[src/rtl/disp_arb_pkg.sv]
// Shared types and constants for the seven-segment display arbiter.
// Optional feature macro: DISP_ARB_PRIO_EN (requester 0 preemptive priority).
package disp_arb_pkg;

    typedef enum logic {
        IDLE,
        OWN
    } arb_state_e;

    localparam int unsigned DISP_ARB_HOLD_DEFAULT = 100_000_000;
    localparam logic [3:0]  DISP_ARB_IDLE_DP      = 4'b0000;

endpackage

[src/rtl/disp_arbiter_rr_pick.sv]
// Combinational round-robin picker: first requester after i_last (wrapping),
// skipping any requester set in i_excl.
module rr_pick #(
    parameter int unsigned N_REQ = 4
) (
    input  logic [N_REQ-1:0]         i_req,
    input  logic [N_REQ-1:0]         i_excl,
    input  logic [$clog2(N_REQ)-1:0] i_last,
    output logic [N_REQ-1:0]         o_pick,
    output logic                     o_valid
);

    localparam int unsigned LW = $clog2(N_REQ);

    logic [31:0]   w_sum;
    logic [31:0]   w_mod;
    logic [LW-1:0] w_idx;

    always_comb begin
        o_pick  = '0;
        o_valid = 1'b0;
        w_sum   = '0;
        w_mod   = '0;
        w_idx   = '0;
        for (int k = 1; k <= N_REQ; k++) begin
            w_sum = 32'(i_last) + 32'(k);
            w_mod = w_sum % N_REQ;
            w_idx = w_mod[LW-1:0];
            if (!o_valid && i_req[w_idx] && !i_excl[w_idx]) begin
                o_pick[w_idx] = 1'b1;
                o_valid       = 1'b1;
            end
        end
    end

endmodule

[src/rtl/disp_arbiter.sv]
// Round-robin owner scheduler for the shared 4-digit display with a minimum hold time.
// Define DISP_ARB_PRIO_EN to give requester 0 preemptive priority.
module disp_arbiter
    import disp_arb_pkg::*;
#(
    parameter int unsigned N_REQ       = 4,
    parameter int unsigned HOLD_CYCLES = DISP_ARB_HOLD_DEFAULT
) (
    input  logic                i_clk,
    input  logic                i_rst_n,
    input  logic [N_REQ-1:0]    i_req,
    input  logic [16*N_REQ-1:0] i_data,
    input  logic [4*N_REQ-1:0]  i_dp,
    output logic [N_REQ-1:0]    o_gnt,
    output logic [3:0]          o_hex3,
    output logic [3:0]          o_hex2,
    output logic [3:0]          o_hex1,
    output logic [3:0]          o_hex0,
    output logic [3:0]          o_dp_out,
    output logic                o_active,
    output logic                o_switch_tick
);

    localparam int unsigned LW = $clog2(N_REQ);
    localparam int unsigned CW = $clog2(HOLD_CYCLES);
    localparam logic [CW-1:0] HOLD_MAX = CW'(HOLD_CYCLES - 1);
    localparam logic [LW-1:0] LAST_RST = LW'(N_REQ - 1);

    arb_state_e     r_state;
    logic [N_REQ-1:0] r_gnt;
    logic [CW-1:0]  r_hold_cnt;
    logic [LW-1:0]  r_last;
    logic [15:0]    r_disp;
    logic [3:0]     r_dp;
    logic           r_active;
    logic           r_switch_tick;

    arb_state_e     w_state_d;
    logic [N_REQ-1:0] w_gnt_d;
    logic [CW-1:0]  w_hold_cnt_d;
    logic [LW-1:0]  w_last_d;
    logic [15:0]    w_disp_d;
    logic [3:0]     w_dp_d;
    logic           w_grant;
    logic           w_owner_req;
    logic           w_hold_done;
    logic [N_REQ-1:0] w_pick;
    logic           w_valid;
    logic [LW-1:0]  w_pick_idx;

    rr_pick #(
        .N_REQ (N_REQ)
    ) u_rr_pick (
        .i_req   (i_req),
        .i_excl  (r_gnt),
        .i_last  (r_last),
        .o_pick  (w_pick),
        .o_valid (w_valid)
    );

    always_comb begin
        w_pick_idx = '0;
        for (int i = 0; i < N_REQ; i++) begin
            if (w_pick[i]) begin
                w_pick_idx = LW'(i);
            end
        end
    end

    assign w_owner_req = |(i_req & r_gnt);
    assign w_hold_done = (r_hold_cnt == HOLD_MAX);

    always_comb begin
        w_state_d    = r_state;
        w_gnt_d      = r_gnt;
        w_hold_cnt_d = r_hold_cnt;
        w_last_d     = r_last;
        w_grant      = 1'b0;
        case (r_state)
            IDLE: begin
                if (w_valid) begin
                    w_grant = 1'b1;
                end
            end
            OWN: begin
                if (!w_owner_req) begin
                    // Release hands over directly, regardless of the hold counter.
                    if (w_valid) begin
                        w_grant = 1'b1;
                    end else begin
                        w_state_d    = IDLE;
                        w_gnt_d      = '0;
                        w_hold_cnt_d = '0;
                    end
                end else if (w_hold_done && w_valid) begin
                    w_grant = 1'b1;
                end else if (!w_hold_done) begin
                    w_hold_cnt_d = r_hold_cnt + CW'(1);
                end
            end
            default: begin
                w_state_d = IDLE;
                w_gnt_d   = '0;
            end
        endcase
        if (w_grant) begin
            w_state_d    = OWN;
            w_gnt_d      = w_pick;
            w_hold_cnt_d = '0;
            w_last_d     = w_pick_idx;
        end
`ifdef DISP_ARB_PRIO_EN
        // Priority grant leaves the round-robin pointer untouched.
        if (i_req[0] && !r_gnt[0]) begin
            w_grant      = 1'b1;
            w_state_d    = OWN;
            w_gnt_d      = N_REQ'(1);
            w_hold_cnt_d = '0;
            w_last_d     = r_last;
        end
`endif
    end

    always_comb begin
        w_disp_d = '0;
        w_dp_d   = DISP_ARB_IDLE_DP;
        for (int i = 0; i < N_REQ; i++) begin
            if (w_gnt_d[i]) begin
                w_disp_d = w_disp_d | i_data[16*i +: 16];
                w_dp_d   = w_dp_d | i_dp[4*i +: 4];
            end
        end
    end

    always_ff @(posedge i_clk or negedge i_rst_n) begin
        if (!i_rst_n) begin
            r_state       <= IDLE;
            r_gnt         <= '0;
            r_hold_cnt    <= '0;
            r_last        <= LAST_RST;
            r_disp        <= '0;
            r_dp          <= DISP_ARB_IDLE_DP;
            r_active      <= 1'b0;
            r_switch_tick <= 1'b0;
        end else begin
            r_state       <= w_state_d;
            r_gnt         <= w_gnt_d;
            r_hold_cnt    <= w_hold_cnt_d;
            r_last        <= w_last_d;
            r_disp        <= w_disp_d;
            r_dp          <= w_dp_d;
            r_active      <= |w_gnt_d;
            r_switch_tick <= w_grant;
        end
    end

    assign o_gnt         = r_gnt;
    assign o_hex3        = r_disp[15:12];
    assign o_hex2        = r_disp[11:8];
    assign o_hex1        = r_disp[7:4];
    assign o_hex0        = r_disp[3:0];
    assign o_dp_out      = r_dp;
    assign o_active      = r_active;
    assign o_switch_tick = r_switch_tick;

endmodule

[config.mk]
export PLATFORM = sky130hd
export DESIGN_NAME = disp_arbiter
export DESIGN_NICKNAME = d
export VERILOG_FILES = /design/src/rtl/disp_arb_pkg.sv /design/src/rtl/disp_arbiter_rr_pick.sv /design/src/rtl/disp_arbiter.sv
export SDC_FILE = /design/constraint.sdc
export NUM_CORES = 1
export LEC_CHECK = 0
export ABC_AREA = 1
export CORE_MARGIN = 4
export CORE_UTILIZATION = 25
export DETAILED_ROUTE_END_ITERATION = 8
export SKIP_LAST_GASP = 1
export SYNTH_ARGS = -nofsm -noshare
export SYNTH_HDL_FRONTEND = slang
export SYNTH_SLANG_ARGS = --single-unit
[constraint.sdc]
create_clock -name i_clk -period 3 [get_ports i_clk]
set_clock_uncertainty 0.15 [all_clocks]
set_input_delay 0.45 -clock i_clk [delete_from_list [all_inputs] [get_ports i_clk]]
set_output_delay 0.45 -clock i_clk [all_outputs]
set_load 0.02 [all_outputs]
==> tab_implementation.tex <==
\begin{tabular}{lr}
\hline
Metric & Value \\
\hline
\multicolumn{2}{l}{\textbf{Run status}} \\
Run status & complete, no violations \\
\multicolumn{2}{l}{\textbf{Synth}} \\
Fraction of post-synthesis cell area in the top cell type by area & 0.319 \\
Most area-hungry cell type in the Yosys netlist & sky130\_fd\_sc\_hd\_\_dfrtp\_1 \\
Cell with the most instances after synthesis & sky130\_fd\_sc\_hd\_\_nand2\_1 \\
Synth area leaders & sky130\_fd\_sc\_hd\_\_dfrtp\_1, sky130\_fd\_sc\_hd\_\_nand2\_1, sky130\_fd\_sc\_hd\_\_nand3\_1 \\
Net Count, Synth & 676 \\
Post-Synthesis Mean Instance Area & 7.29 µm² \\
Number of standard cells after synthesis & 581 \\
Synthesized area & 0.00424 mm² \\
Number of enable flip-flop cells after synthesis & 0 \\
Warnings, synthesis & 0 \\
Count of state elements after synthesis & 56 \\
Sequential share of the synthesized area & 0.331 \\
Dominant synthesized flop cell & sky130\_fd\_sc\_hd\_\_dfrtp\_1 \\
Distinct cells, synth & 33 \\
Most instantiated cells after synthesis & sky130\_fd\_sc\_hd\_\_nand2\_1, sky130\_fd\_sc\_hd\_\_nand3\_1, sky130\_fd\_sc\_hd\_\_inv\_1 \\
Share of flip-flops with an asynchronous set or reset after synthesis & 1.00 \\
\multicolumn{2}{l}{\textbf{Route}} \\
Via density & 4.34 \\
Amount of wire on met3 after detailed routing & 1110 µm \\
Number of DRC violations after detailed-routing iteration 0 & 168 \\
Total wirelength of the detailed-routed design & 11900 µm \\
Length of the first detailed-routing pass in iterations & 5 \\
\# DRC & 0 \\
Total length of routed met2 wires & 5560 µm \\
Detail Route Antenna Nets & 0 \\
Post-route met1 wirelength & 5050 µm \\
Top routing layer in use & met4 \\
Detail-routed net length per standard cell & 13.1 µm \\
Count of vias placed by the detailed router & 3955 \\
\multicolumn{2}{l}{\textbf{Layout}} \\
Fraction of the core area covered by cells at the end of the flow & 0.343 \\
Growth of design area from synthesis to finish & 34.2\% \\
Layout fillers & 1778 \\
Number of nets in the layout & 785 \\
Number of inserted diodes & 0 \\
Fraction of layout instances using a drive strength above 1 & 0.137 \\
\multicolumn{2}{l}{\textbf{Pwr}} \\
NetSw & 3.32 mW \\
Part of the power in registers & 0.180 \\
Fraction of power spent switching nets & 0.535 \\
Clock network fraction of design power & 0.097 \\
Combinational share of power & 0.723 \\
Leakage power summed over all cells & 2.63 nW \\
IR Drop Worst-Case VDD & 588 µV \\
Areal power density over the cells & 1090 mW/mm² \\
Internal power & 2.88 mW \\
\multicolumn{2}{l}{\textbf{Placement}} \\
Routability congestion estimate from global placement & 0.860 \\
Final HPWL DP & 9070 µm \\
Minimum setup slack after placement & 0.220 ns \\
Quantity of I/O buffers inserted on ports & 111 \\
\multicolumn{2}{l}{\textbf{Clock tree}} \\
Number of setup buffers added after CTS & 0 \\
Hold buffer count at cts & 0 \\
Maximum level of the CTS H-tree & 2 \\
Total of cells resized after clock tree synthesis & 0 \\
CTS root buf & sky130\_fd\_sc\_hd\_\_clkbuf\_16 \\
Skew-Pair Late Insertion Delay & 0.30 ns \\
Clock transition at path regs & 0.07 ns \\
Clock Sink Count & 56 \\
Clock tree from TritonCTS & done \\
Number of clock buffers inserted by TritonCTS & 5 \\
Longest Clk Path Bufs & 2 \\
\multicolumn{2}{l}{\textbf{Setup path}} \\
Data arrival time of the critical path & 2.77 ns \\
Critical path endpoint category & flip-flop \\
Largest driver fanout on the critical path & 21 \\
Crit path launch type & flip-flop \\
WP data required & 3.05 ns \\
Type of the setup path with the least slack & reg -> reg \\
\multicolumn{2}{l}{\textbf{GRT}} \\
Pin count of the biggest net entering global routing & 57 \\
Number of antenna violations at the first check in global routing & 0 \\
First-pass GRT wire length & 19500 µm \\
Overall fraction of global-route tracks in use & 0.124 \\
Via count of the first global-routing pass & 3888 \\
GRT overflow & 0 \\
\multicolumn{2}{l}{\textbf{Worst hold path}} \\
Kind of path behind the tightest hold check & in -> async \\
\multicolumn{2}{l}{\textbf{STA}} \\
Maximum frequency from static timing analysis & 0.367 GHz \\
Worst Slack Setup Final & 0.278 ns \\
Final Hold Viols & 0 \\
Final-report setup violation count & 0 \\
RSZ-0062 raised after global routing & no \\
Final period utilization & 0.907 \\
Headroom to the max-slew limit & 0.512 \\
Final TNS setup & 0 ns \\
Tightest hold margin & 0.140 ns \\
Worst Tran Pin Value & 0.733 ns \\
Min Tclk post-route & 2.72 ns \\
Max-slew violation total from the final report & 0 \\
\multicolumn{2}{l}{\textbf{Die}} \\
Height of the chip & 138 µm \\
Total number of placement rows & 47 \\
Chip width & 138 µm \\
Initial Utilization & 0.256 \\
Die Footprint & 0.0191 mm² \\
CORE AREA & 0.0166 mm² \\
Number of placed I/O pins & 112 \\
\multicolumn{2}{l}{\textbf{Job}} \\
MaxCap Viol Count & 0 \\
\hline
\end{tabular}
-- metrics by stage --
stage,instances,cell area (µm²),power (mW)
6_report,911,5690,6.20
3_5_place_dp,903,5540,5.63
3_3_place_gp,903,5540,5.62
5_1_grt,911,5690,6.81
2_1_floorplan,581,4240,4.61
4_1_cts,911,5690,6.26
-- cells by family (layout without fill, tap and decap cells) --
kind of cell    after synthesis  after routing  synth area share
fa+ha+maj                     9              9            0.0266
compound gates               28             28            0.0337
simple gates                374            374             0.473
xor+xnor                     10             10            0.0207
buf+inv                     104            214             0.115
flops                        56             56             0.331
-- power by group through the flow --
stage	clock [mW]	combinational, mW	sequential [mW]
after floorplan	0	3.25	1.35
after global placement	0	4.48	1.14
after detailed placement	0	4.49	1.14
after CTS	0.621	4.51	1.12
after global routing	0.647	5.02	1.15
final	0.599	4.48	1.12
-- worst max-delay path, stage by stage, from the launching register on --
cell	delay [ns]
sky130_fd_sc_hd__dfstp_2	0.54
sky130_fd_sc_hd__inv_1	0.06
sky130_fd_sc_hd__ha_1	0.35
sky130_fd_sc_hd__inv_1	0.16
sky130_fd_sc_hd__nand3_2	0.11
sky130_fd_sc_hd__nand2_4	0.13
sky130_fd_sc_hd__nand3_4	0.10
sky130_fd_sc_hd__nor2_8	0.18
sky130_fd_sc_hd__nand2_4	0.10
sky130_fd_sc_hd__nand2_2	0.07
sky130_fd_sc_hd__nand2_2	0.27
sky130_fd_sc_hd__nand3_1	0.24
sky130_fd_sc_hd__nand2_1	0.07
sky130_fd_sc_hd__inv_1	0.05
sky130_fd_sc_hd__nand2_1	0.04
-- final timing paths --
path,depth (start not counted),startpoint,to,slack [ns]
worst max-delay path,14,r_last[1],r_disp[15],0.28
worst min-delay path,2,i_rst_n,r_hold_cnt[26],0.14
worst max register to register,14,r_last[1],r_disp[15],0.28
worst min register to register,2,r_hold_cnt[26],r_hold_cnt[26],0.40
max in group asynchronous,2,i_rst_n,r_hold_cnt[5],2.07
min in group i_clk,2,r_hold_cnt[26],r_hold_cnt[26],0.40
-- cell usage in the layout (no fill, tap or decap), drive strengths merged --
cell type / netlist / routed
dfrtp: 54 / 54
nand4: 12 / 12
ha: 9 / 9
clkdlybuf4s50: 0 / 110
buf: 18 / 11
nor4: 4 / 4
a21o: 1 / 1
inv: 77 / 78
nand2: 183 / 183
nand3b: 1 / 1
dfstp: 2 / 2
nor3: 17 / 17
nand3: 103 / 103
clkinvlp: 0 / 1
nor2: 48 / 48
and3: 5 / 5
a21oi: 15 / 15
clkinv: 8 / 9
o21ai: 12 / 12
nor3b: 1 / 1
xor2: 10 / 10
clkbuf: 1 / 5
-- per-layer routing --
metal | up-vias | GRT usage
li1 | 2063 | -
met1 | 1775 | 0.149
met2 | 105 | 0.207
met3 | 12 | 0.0487
met4 | 0 | 0.0333
met5 | - | 0
-- flip-flops by register name, indices dropped and copies added, names as in the netlist --
| register | flops |
|---|---|
| o_active | 1 |
| r_state | 1 |
| r_disp | 16 |
| r_hold_cnt | 27 |
| o_dp_out | 4 |
| o_switch_tick | 1 |
| r_last | 2 |
| o_gnt | 4 |
-- final cells by class --
| type | instances | area [µm²] | area share |
|---|---|---|---|
| timing repair buffer | 121 | 1190 | 0.210 |
| clock inverter | 3 | 21.3 | 0.00374 |
| sequential | 56 | 1400 | 0.247 |
| multi-input combinational | 421 | 2350 | 0.413 |
| clock buffer | 5 | 125 | 0.0220 |
| tap | 220 | 275 | 0.0484 |
| inverter | 85 | 322 | 0.0565 |
Note: power is estimated with default switching activity, not from simulation.
